$ cat src/rtl/instruction_fetch_unit.sv
// Fetch front end: owns the PC, drives the ROM address and buffers fetched
// {pc, instr} pairs in a 2-entry queue presented to decode over valid/ready.
module instruction_fetch_unit #(
    parameter int unsigned           DATA_WIDTH = 32,
    parameter logic [DATA_WIDTH-1:0] RESET_PC   = 32'h0040_0000,
    parameter logic [DATA_WIDTH-1:0] NOP_INSTR  = 32'h0000_0013
) (
    input  logic                  clk,
    input  logic                  reset,
    output logic [DATA_WIDTH-1:0] Address_o,
    input  logic [DATA_WIDTH-1:0] Instruction_i,
    input  logic                  Redirect_i,
    input  logic [DATA_WIDTH-1:0] Redirect_Target_i,
    input  logic                  Halt_i,
    output logic                  Valid_o,
    input  logic                  Ready_i,
    output logic [DATA_WIDTH-1:0] Instruction_o,
    output logic [DATA_WIDTH-1:0] PC_o,
    output logic                  Misaligned_o,
    output logic [31:0]           Fetch_Count_o
);

    logic [DATA_WIDTH-1:0] pc_q;
    logic [DATA_WIDTH-1:0] pc_d;
    logic [DATA_WIDTH-1:0] buf_pc_q    [2];
    logic [DATA_WIDTH-1:0] buf_instr_q [2];
    logic                  rd_ptr_q;
    logic                  rd_ptr_d;
    logic                  wr_ptr_q;
    logic                  wr_ptr_d;
    logic [1:0]            count_q;
    logic [1:0]            count_d;
    logic [31:0]           fetch_count_q;
    logic                  misaligned_q;
    logic                  misaligned_d;

    logic valid;
    logic pop;
    logic push;

    assign valid = (count_q != 2'd0);
    assign pop   = valid & Ready_i;
    // A full buffer can still accept a fetch in the cycle it hands one to decode.
    assign push  = ~Halt_i & ~Redirect_i & ((count_q < 2'd2) | pop);

    assign misaligned_d = Redirect_i & (Redirect_Target_i[1:0] != 2'b00);

    always_comb begin
        pc_d     = pc_q;
        rd_ptr_d = rd_ptr_q;
        wr_ptr_d = wr_ptr_q;
        count_d  = count_q;
        if (Redirect_i) begin
            // Flush everything; a same-cycle pop is still counted as delivered.
            pc_d     = {Redirect_Target_i[DATA_WIDTH-1:2], 2'b00};
            rd_ptr_d = 1'b0;
            wr_ptr_d = 1'b0;
            count_d  = 2'd0;
        end else begin
            if (push) begin
                pc_d     = pc_q + DATA_WIDTH'(4);
                wr_ptr_d = ~wr_ptr_q;
            end
            if (pop) begin
                rd_ptr_d = ~rd_ptr_q;
            end
            count_d = count_q + {1'b0, push} - {1'b0, pop};
        end
    end

    always_ff @(posedge clk) begin
        if (reset) begin
            pc_q          <= RESET_PC;
            rd_ptr_q      <= 1'b0;
            wr_ptr_q      <= 1'b0;
            count_q       <= 2'd0;
            fetch_count_q <= 32'd0;
            misaligned_q  <= 1'b0;
        end else begin
            pc_q          <= pc_d;
            rd_ptr_q      <= rd_ptr_d;
            wr_ptr_q      <= wr_ptr_d;
            count_q       <= count_d;
            fetch_count_q <= fetch_count_q + {31'd0, pop};
            misaligned_q  <= misaligned_d;
        end
    end

    // Entry storage needs no reset: count_q gates every read.
    always_ff @(posedge clk) begin
        if (!reset && push) begin
            buf_pc_q[wr_ptr_q]    <= pc_q;
            buf_instr_q[wr_ptr_q] <= Instruction_i;
        end
    end

    assign Address_o     = pc_q;
    assign Valid_o       = valid;
    assign Instruction_o = valid ? buf_instr_q[rd_ptr_q] : NOP_INSTR;
    assign PC_o          = valid ? buf_pc_q[rd_ptr_q] : '0;
    assign Misaligned_o  = misaligned_q;
    assign Fetch_Count_o = fetch_count_q;

endmodule

$ cat config.mk
export PLATFORM = sky130hd
export DESIGN_NAME = instruction_fetch_unit
export DESIGN_NICKNAME = d
export VERILOG_FILES = /design/src/rtl/instruction_fetch_unit.sv
export SDC_FILE = /design/constraint.sdc
export NUM_CORES = 1
export LEC_CHECK = 0
export BUFFER_PORTS_ARGS = -buffer_cell sky130_fd_sc_hd__buf_2
export CORE_MARGIN = 1.5
export CORE_UTILIZATION = 40
export DETAILED_ROUTE_END_ITERATION = 10
export PLACE_DENSITY = 0.72
export SETUP_SLACK_MARGIN = 0.15
export SLEW_MARGIN = 5
export SYNTH_ARGS = -nofsm -noshare
export SYNTH_HDL_FRONTEND = slang
export SYNTH_SLANG_ARGS = --single-unit
$ cat constraint.sdc
create_clock -name clk -period 11.25 [get_ports clk]
set_input_delay 0.5625 -clock clk [delete_from_list [all_inputs] [get_ports clk]]
set_output_delay 0.5625 -clock clk [all_outputs]
set_load 0.005 [all_outputs]
==> reports/summary.txt, run 1 <==
outcome - completed
commonest non-fill, non-tap cell in the layout - buf_2
minimum clock period - 2980 ps
leakage - 0.00374 uW
GPL Wtd Cong - 0.797
fill cell count - 1792
row cnt - 51
max cap viols - 0
Vias - 5827
register area - 5090 um2
CTS tree - built
worst-margin pin slew - 1100 ps
Worst-path clk slew - 80 ps
unique cell type count in the Yosys netlist - 50
uppermost layer routed - met5
setup TNS - 0 ps
pre-CTS setup slack - 8270 ps
Post-CTS Hold Fix Bufs - 0
H-tree levels - 4
crit path cell chain - nor2_4 > buf_4 > inv_1 > nand2_1 > inv_1 > ha_1 > and3_1 > and4_1 > nand2_1 > or4_1 > a21oi_1
vias in the first global route - 5390
RSZ-0062 raised after global routing - no
die width - 145 um
Synth Warn # - 0
EDFF count, synth - 124
initial antenna violation count - 5
post-DP HPWL - 12700 um
final hold slack - 315 ps
Data required, critical path - 11600 ps
Die Y - 145 um
cell area after synthesis - 8070 um2
Max VDD drop - 0.0969 mV
Slew Limit Fails - 0
Final Instance Count excl. Fillers - 1138
area of the multi-input gates - 2820 um2
max-slew headroom at the worst pin - 0.263
Initial Util - 0.411
CTS resizes - 0
Inserted Clock Buffers - 17
Post-Synthesis Cells - 673
Nets - 930
DR WL met2 - 8880 um
# setup viols final - 0
WL final - 18600 um
met1 wire length - 7990 um
Yosys reg bits - 192
sequential cell area fraction in the yosys report - 0.630
worst hold path class - in2reg
biggest cell delay along the critical path - 430 ps
Synth-to-Final Area Change - 22.2%
drt wl/cell - 16.4 um
CTS Sinks - 192
via density per instance - 5.12
final worst path period share - 0.265
CORE AREA - 19700 um2
Residual DRC - 0
Synth Area per Inst - 12.0 um2
setup bufs post-CTS - 0
top_reg_cell synth - edfxtp_1
Final Worst Setup Slack - 8270 ps
clk_skew - 10.2 ps
slowest CP cell - dfxtp_1
Port Buffers - 194
final hold vios - 0
Fmax - 335 MHz
Ports - 199
total grt overflow - 0
first drt pass iteration count - 5
worst-path maximum fanout - 60
first-pass GRT wire length - 28700 um
clk_lat worst skew - 430 ps
ANT nets after route - 0
GRT Total Usage - 0.174
clock buffer depth - 2
CP Capture Type - register
CP Launch Type - register
dpl cells - 1103
layout cells sized above 1 - 0.283
crit path kind - reg2reg
Pwr per Cell Area - 146 nW/um2
root buf cell - clkbuf_16
die area - 21000 um2
CP Data Arrival Time - 3330 ps
initial drt markers - 293
asr flop ratio synth - 0
most frequent cells in the layout - 194 x buf_2, 124 x edfxtp_1, 112 x nor2_1, 67 x dfxtp_1, 62 x mux2i_1
met3 routed WL - 1550 um
largest net degree at the start of global routing - 67
## per-layer routing
metal,GRT usage,vias up
met3,0.0623,16
met1,0.225,2785
met5,0,-
li1,-,2820
met4,0.0372,4
met2,0.281,202
## path summary, 6_finish.rpt
path	startpoint	end	slack [ps]	depth (start not counted)
max reg2reg	count_q[1]	Fetch_Count_o[31]	8270	11
max	count_q[1]	Fetch_Count_o[31]	8270	11
min	Instruction_i[1]	buf_instr_q[0][1]	310	1
min reg2reg	Fetch_Count_o[31]	Fetch_Count_o[31]	490	2
## cells in the mapped netlist (2+ instances only)
library cell  number  area [um2]
inv_1              9        33.8
or3_1              8        50.1
edfxtp_1         124        3720
a2111oi_0          2        17.5
o21ai_0            6        30.0
nand4_1           21         131
nor4_4             2        42.5
nand2_1           38         143
a2bb2oi_1          3        26.3
a31oi_1            4        25.0
nor2b_1            4        25.0
and2_1             6        37.5
o211ai_1           3        22.5
dfxtp_1           68        1360
xor2_1            27         236
or2_2              2        12.5
nor4_1             4        25.0
and3_2             2        15.0
nor3_1            12        60.1
nor4b_1            3        26.3
clkbuf_1          18        67.6
nor3b_1            2        15.0
buf_1             11        41.3
mux2i_1           62         621
buf_4              4        30.0
a21oi_1           11        55.1
and3_1             8        50.1
and4_1            10        87.6
nor2_1           113         424
nand3_1           30         150
ha_1               4        50.1
a211oi_1           8        60.1
a311oi_1           6        52.6
or4_1              2        15.0
xnor2_1           18         158
buf_2              4        20.0
## report_power, final
| part | internal, uW | switching (uW) |
|---|---|---|
| Sequential | 766 | 19.0 |
| Combinational | 34.9 | 45.9 |
| Clock | 298 | 281 |
## sequential cells by signal (all words and copies together), names as in the netlist, named ones only
| signal | count |
|---|---|
| Misaligned_o | 1 |
| rd_ptr_q | 1 |
| Address_o | 30 |
| buf_pc_q | 60 |
| wr_ptr_q | 1 |
| buf_instr_q | 64 |
| Fetch_Count_o | 32 |
| count_q | 2 |
## worst max-delay path: cells and delay by family, from the launching register on
family	cells	cell delay, ps
compound gates	1	150
fa+ha+maj	1	210
buf+inv	3	760
flops	1	430
simple gates	6	1340
## per-stage QoR
step,util,cell area (um2),power (uW)
2_1_floorplan,-,8080,838
3_3_place_gp,0.472,9290,881
3_5_place_dp,0.472,9290,883
4_1_cts,0.502,9860,1450
5_1_grt,0.502,9860,1490
6_report,0.502,9860,1440
## area by class of cell
| cell class | count | area share |
|---|---|---|
| diodes | 3 | 0.000761 |
| clock buffers | 19 | 0.0439 |
| clock inverters | 13 | 0.0140 |
| inverters | 9 | 0.00342 |
| multi-input cells | 438 | 0.286 |
| flip-flops and latches | 192 | 0.516 |
| well taps | 265 | 0.0336 |
| repair buffers | 199 | 0.102 |
## cells by family (layout without fill, tap and decap cells)
logic type | Yosys count | after routing | synth area share
flip-flops | 192 | 192 | 0.630
AO/OA/AOI/OAI | 48 | 48 | 0.0414
multiplexers | 63 | 63 | 0.0783
XOR/XNOR | 45 | 45 | 0.0488
AND/OR/NAND/NOR | 274 | 274 | 0.171
other | 1 | 7 | 0.000465
buffers and inverters | 46 | 240 | 0.0239
adder cells (fa/ha/maj) | 4 | 4 | 0.00620
Note: power is estimated with default switching activity, not from simulation.
==> run 2, diff against run 1 <==
--- a/config.mk
+++ b/config.mk
@@ -5,11 +5,12 @@
 export SDC_FILE = /design/constraint.sdc
 export NUM_CORES = 1
 export LEC_CHECK = 0
+export ABC_AREA = 1
 export BUFFER_PORTS_ARGS = -buffer_cell sky130_fd_sc_hd__buf_2
 export CORE_MARGIN = 1.5
 export CORE_UTILIZATION = 40
 export DETAILED_ROUTE_END_ITERATION = 10
-export PLACE_DENSITY = 0.72
+export PLACE_DENSITY = 0.71
 export SETUP_SLACK_MARGIN = 0.15
 export SLEW_MARGIN = 5
 export SYNTH_ARGS = -nofsm -noshare
==> constraint.sdc (replaced) <==
create_clock -name clk -period 2.75 [get_ports clk]
set_input_delay 0.1375 -clock clk [delete_from_list [all_inputs] [get_ports clk]]
set_output_delay 0.1375 -clock clk [all_outputs]
set_load 0.005 [all_outputs]
==> reports/summary.txt, run 2 <==
pre-CTS setup slack - 612 ps
H-tree levels - 4
synth top area cells - edfxtp_1 42%, dfxtp_1 16%, nand2_1 15%
WHS Endpoint - Address_o[3]
ANT nets after route - 0
cell area after synthesis - 8780 um2
first drt pass iteration count - 5
Residual DRC - 0
largest area contributor in the netlist - edfxtp_1
Final Worst Setup Slack - 590 ps
asr flop ratio synth - 0
min-delay src - Redirect_Target_i[3]
Nets - 1319
row cnt - 54
Slew Limit Fails - 0
# setup viols final - 0
Initial Util - 0.405
Synth-to-Final Area Change - 26.4%
clk_lat worst skew - 440 ps
Synth top cells by count - 349 x nand2_1, 124 x edfxtp_1, 108 x a21oi_1
Inserted Clock Buffers - 17
sequential cell area fraction in the yosys report - 0.579
WHS Path Cells - 3
leakage - 0.00443 uW
Worst-path clk slew - 80 ps
max cap viols - 0
total grt overflow - 0
reg2reg path depth - 12
Reg with most FFs - buf_instr_q
worst-margin pin slew - 696 ps
drt wl/cell - 15.4 um
Worst R2R Setup Slack - 590 ps
max reg flops - 64
Port Buffers - 194
worst-path maximum fanout - 6
via density per instance - 4.94
CTS resizes - 0
CP Data Arrival Time - 2490 ps
final worst path period share - 0.785
die width - 151 um
root buf cell - clkbuf_16
RSZ-0062 raised after global routing - no
die area - 22800 um2
Pwr per Cell Area - 562 nW/um2
combinational share of power - 0.071
crit path kind - reg2reg
first-pass GRT wire length - 35900 um
final hold vios - 0
outcome - completed
Post-Synthesis Cells - 1018
Switching Share - 0.243
CP Launch Type - register
fill cell count - 2037
Switching Power - 1510 uW
Fmax - 463 MHz
vias in the first global route - 7200
initial antenna violation count - 5
Vias - 7615
crit path from - count_q[1]
max-slew headroom at the worst pin - 0.536
commonest non-fill, non-tap cell in the layout - nand2_1
GPL Wtd Cong - 0.924
WL final - 23800 um
most frequent cells in the layout - 348 x nand2_1, 194 x buf_2, 124 x edfxtp_1, 108 x a21oi_1, 86 x inv_1
Synth Area per Inst - 8.62 um2
post-DP HPWL - 16500 um
Sequential Power Share - 0.514
largest net degree at the start of global routing - 63
reg2reg end - Fetch_Count_o[30]
clk_skew - 10.7 ps
top_reg_cell synth - edfxtp_1
Max VDD drop - 0.377 mV
RR Startpoint - count_q[1]
GRT Total Usage - 0.206
clock power share - 0.414
unique cell type count in the Yosys netlist - 39
Synth Warn # - 0
top cell type's share of synthesized area - 0.424
Die Y - 151 um
clock buffer depth - 2
CORE AREA - 21700 um2
Ports - 199
Data required, critical path - 3080 ps
worst hold path class - in2reg
Int Pwr - 4720 uW
CTS Sinks - 192
setup TNS - 0 ps
initial drt markers - 359
CP Capture Type - register
CTS tree - built
EDFF count, synth - 124
Yosys reg bits - 192
count leader, synth - nand2_1
layout cells sized above 1 - 0.218
minimum clock period - 2160 ps
-- run 2: cell type report --
cell class / instances / area, um2 / area share
clock buffer: 18 / 429 / 0.0387
timing repair buffer: 245 / 1480 / 0.134
multi-input combinational: 699 / 3210 / 0.289
clock inverter: 14 / 191 / 0.0172
tap: 280 / 350 / 0.0316
antenna: 1 / 2.50 / 0.000225
inverter: 91 / 344 / 0.0310
sequential: 192 / 5090 / 0.458
-- run 2: what timing repair did --
| item | 4_1_cts | 5_1_grt |
|---|---|---|
| buffers inserted | 0 | 0 |
| hold buffers | 42 | 0 |
| hold endpoints to repair | 73 | 0 |
-- run 2: critical path: stages, from the launching register on --
cell     delay (ps)
dfxtp_2         380
nor2_4           50
nor2_1          290
inv_1           100
nor2_1          110
ha_1            210
nand3_1         180
inv_1           150
nand3_1         160
nor2_1          210
nand2_1          80
nand2_1          60
a21oi_1          50
-- run 2: routing by layer --
layer | routed length [um] | vias to the layer above | GRT usage
li1 | - | 3787 | -
met5 | 52 | - | 0
met4 | 498 | 8 | 0.0796
met1 | 9630 | 3507 | 0.242
met3 | 1900 | 45 | 0.0509
met2 | 11700 | 268 | 0.359
-- run 2: stage by stage --
step | cells | instance area, um2 | power (uW) | utilization | hold WS, ps
after global routing | 1540 | 11100 | 6450 | 0.512 | 6.15
after CTS | 1539 | 11100 | 6280 | 0.512 | 1.21
after global placement | 1465 | 10100 | 3660 | 0.464 | 325
after detailed placement | 1465 | 10100 | 3670 | 0.464 | 330
after floorplan | 1021 | 8830 | 3480 | - | 236
final | 1540 | 11100 | 6240 | 0.512 | 6.10
-- run 2: power groups by stage --
stage / registers, uW / clock network, uW / logic [uW]
detailed placement: 3270 / 0 / 399
global route: 3210 / 2730 / 502
CTS: 3210 / 2630 / 448
finish: 3210 / 2580 / 445
floorplan: 3250 / 0 / 224
global placement: 3270 / 0 / 389
-- run 2: worst max-delay path by stage --
stage	endpoint	slack, ps
3_3_place_gp	Fetch_Count_o[30]	690
2_1_floorplan	buf_instr_q[0][0]	150
3_5_place_dp	Fetch_Count_o[30]	610
5_1_grt	Fetch_Count_o[30]	270
6_report	Fetch_Count_o[30]	590
4_1_cts	Fetch_Count_o[30]	580
-- run 2: kinds of logic (layout without fill, tap and decap cells) --
family                     after synthesis  in the layout  synth area share
AOI/OAI and AO/OA                      160            160            0.0985
xor gates and xnor gates                10             10           0.00998
adders and majority gates                4              4           0.00570
buffers and inverters                  130            368            0.0600
DFF                                    192            192             0.579
other                                    1              5          0.000427
and+or+nand+nor                        521            521             0.246
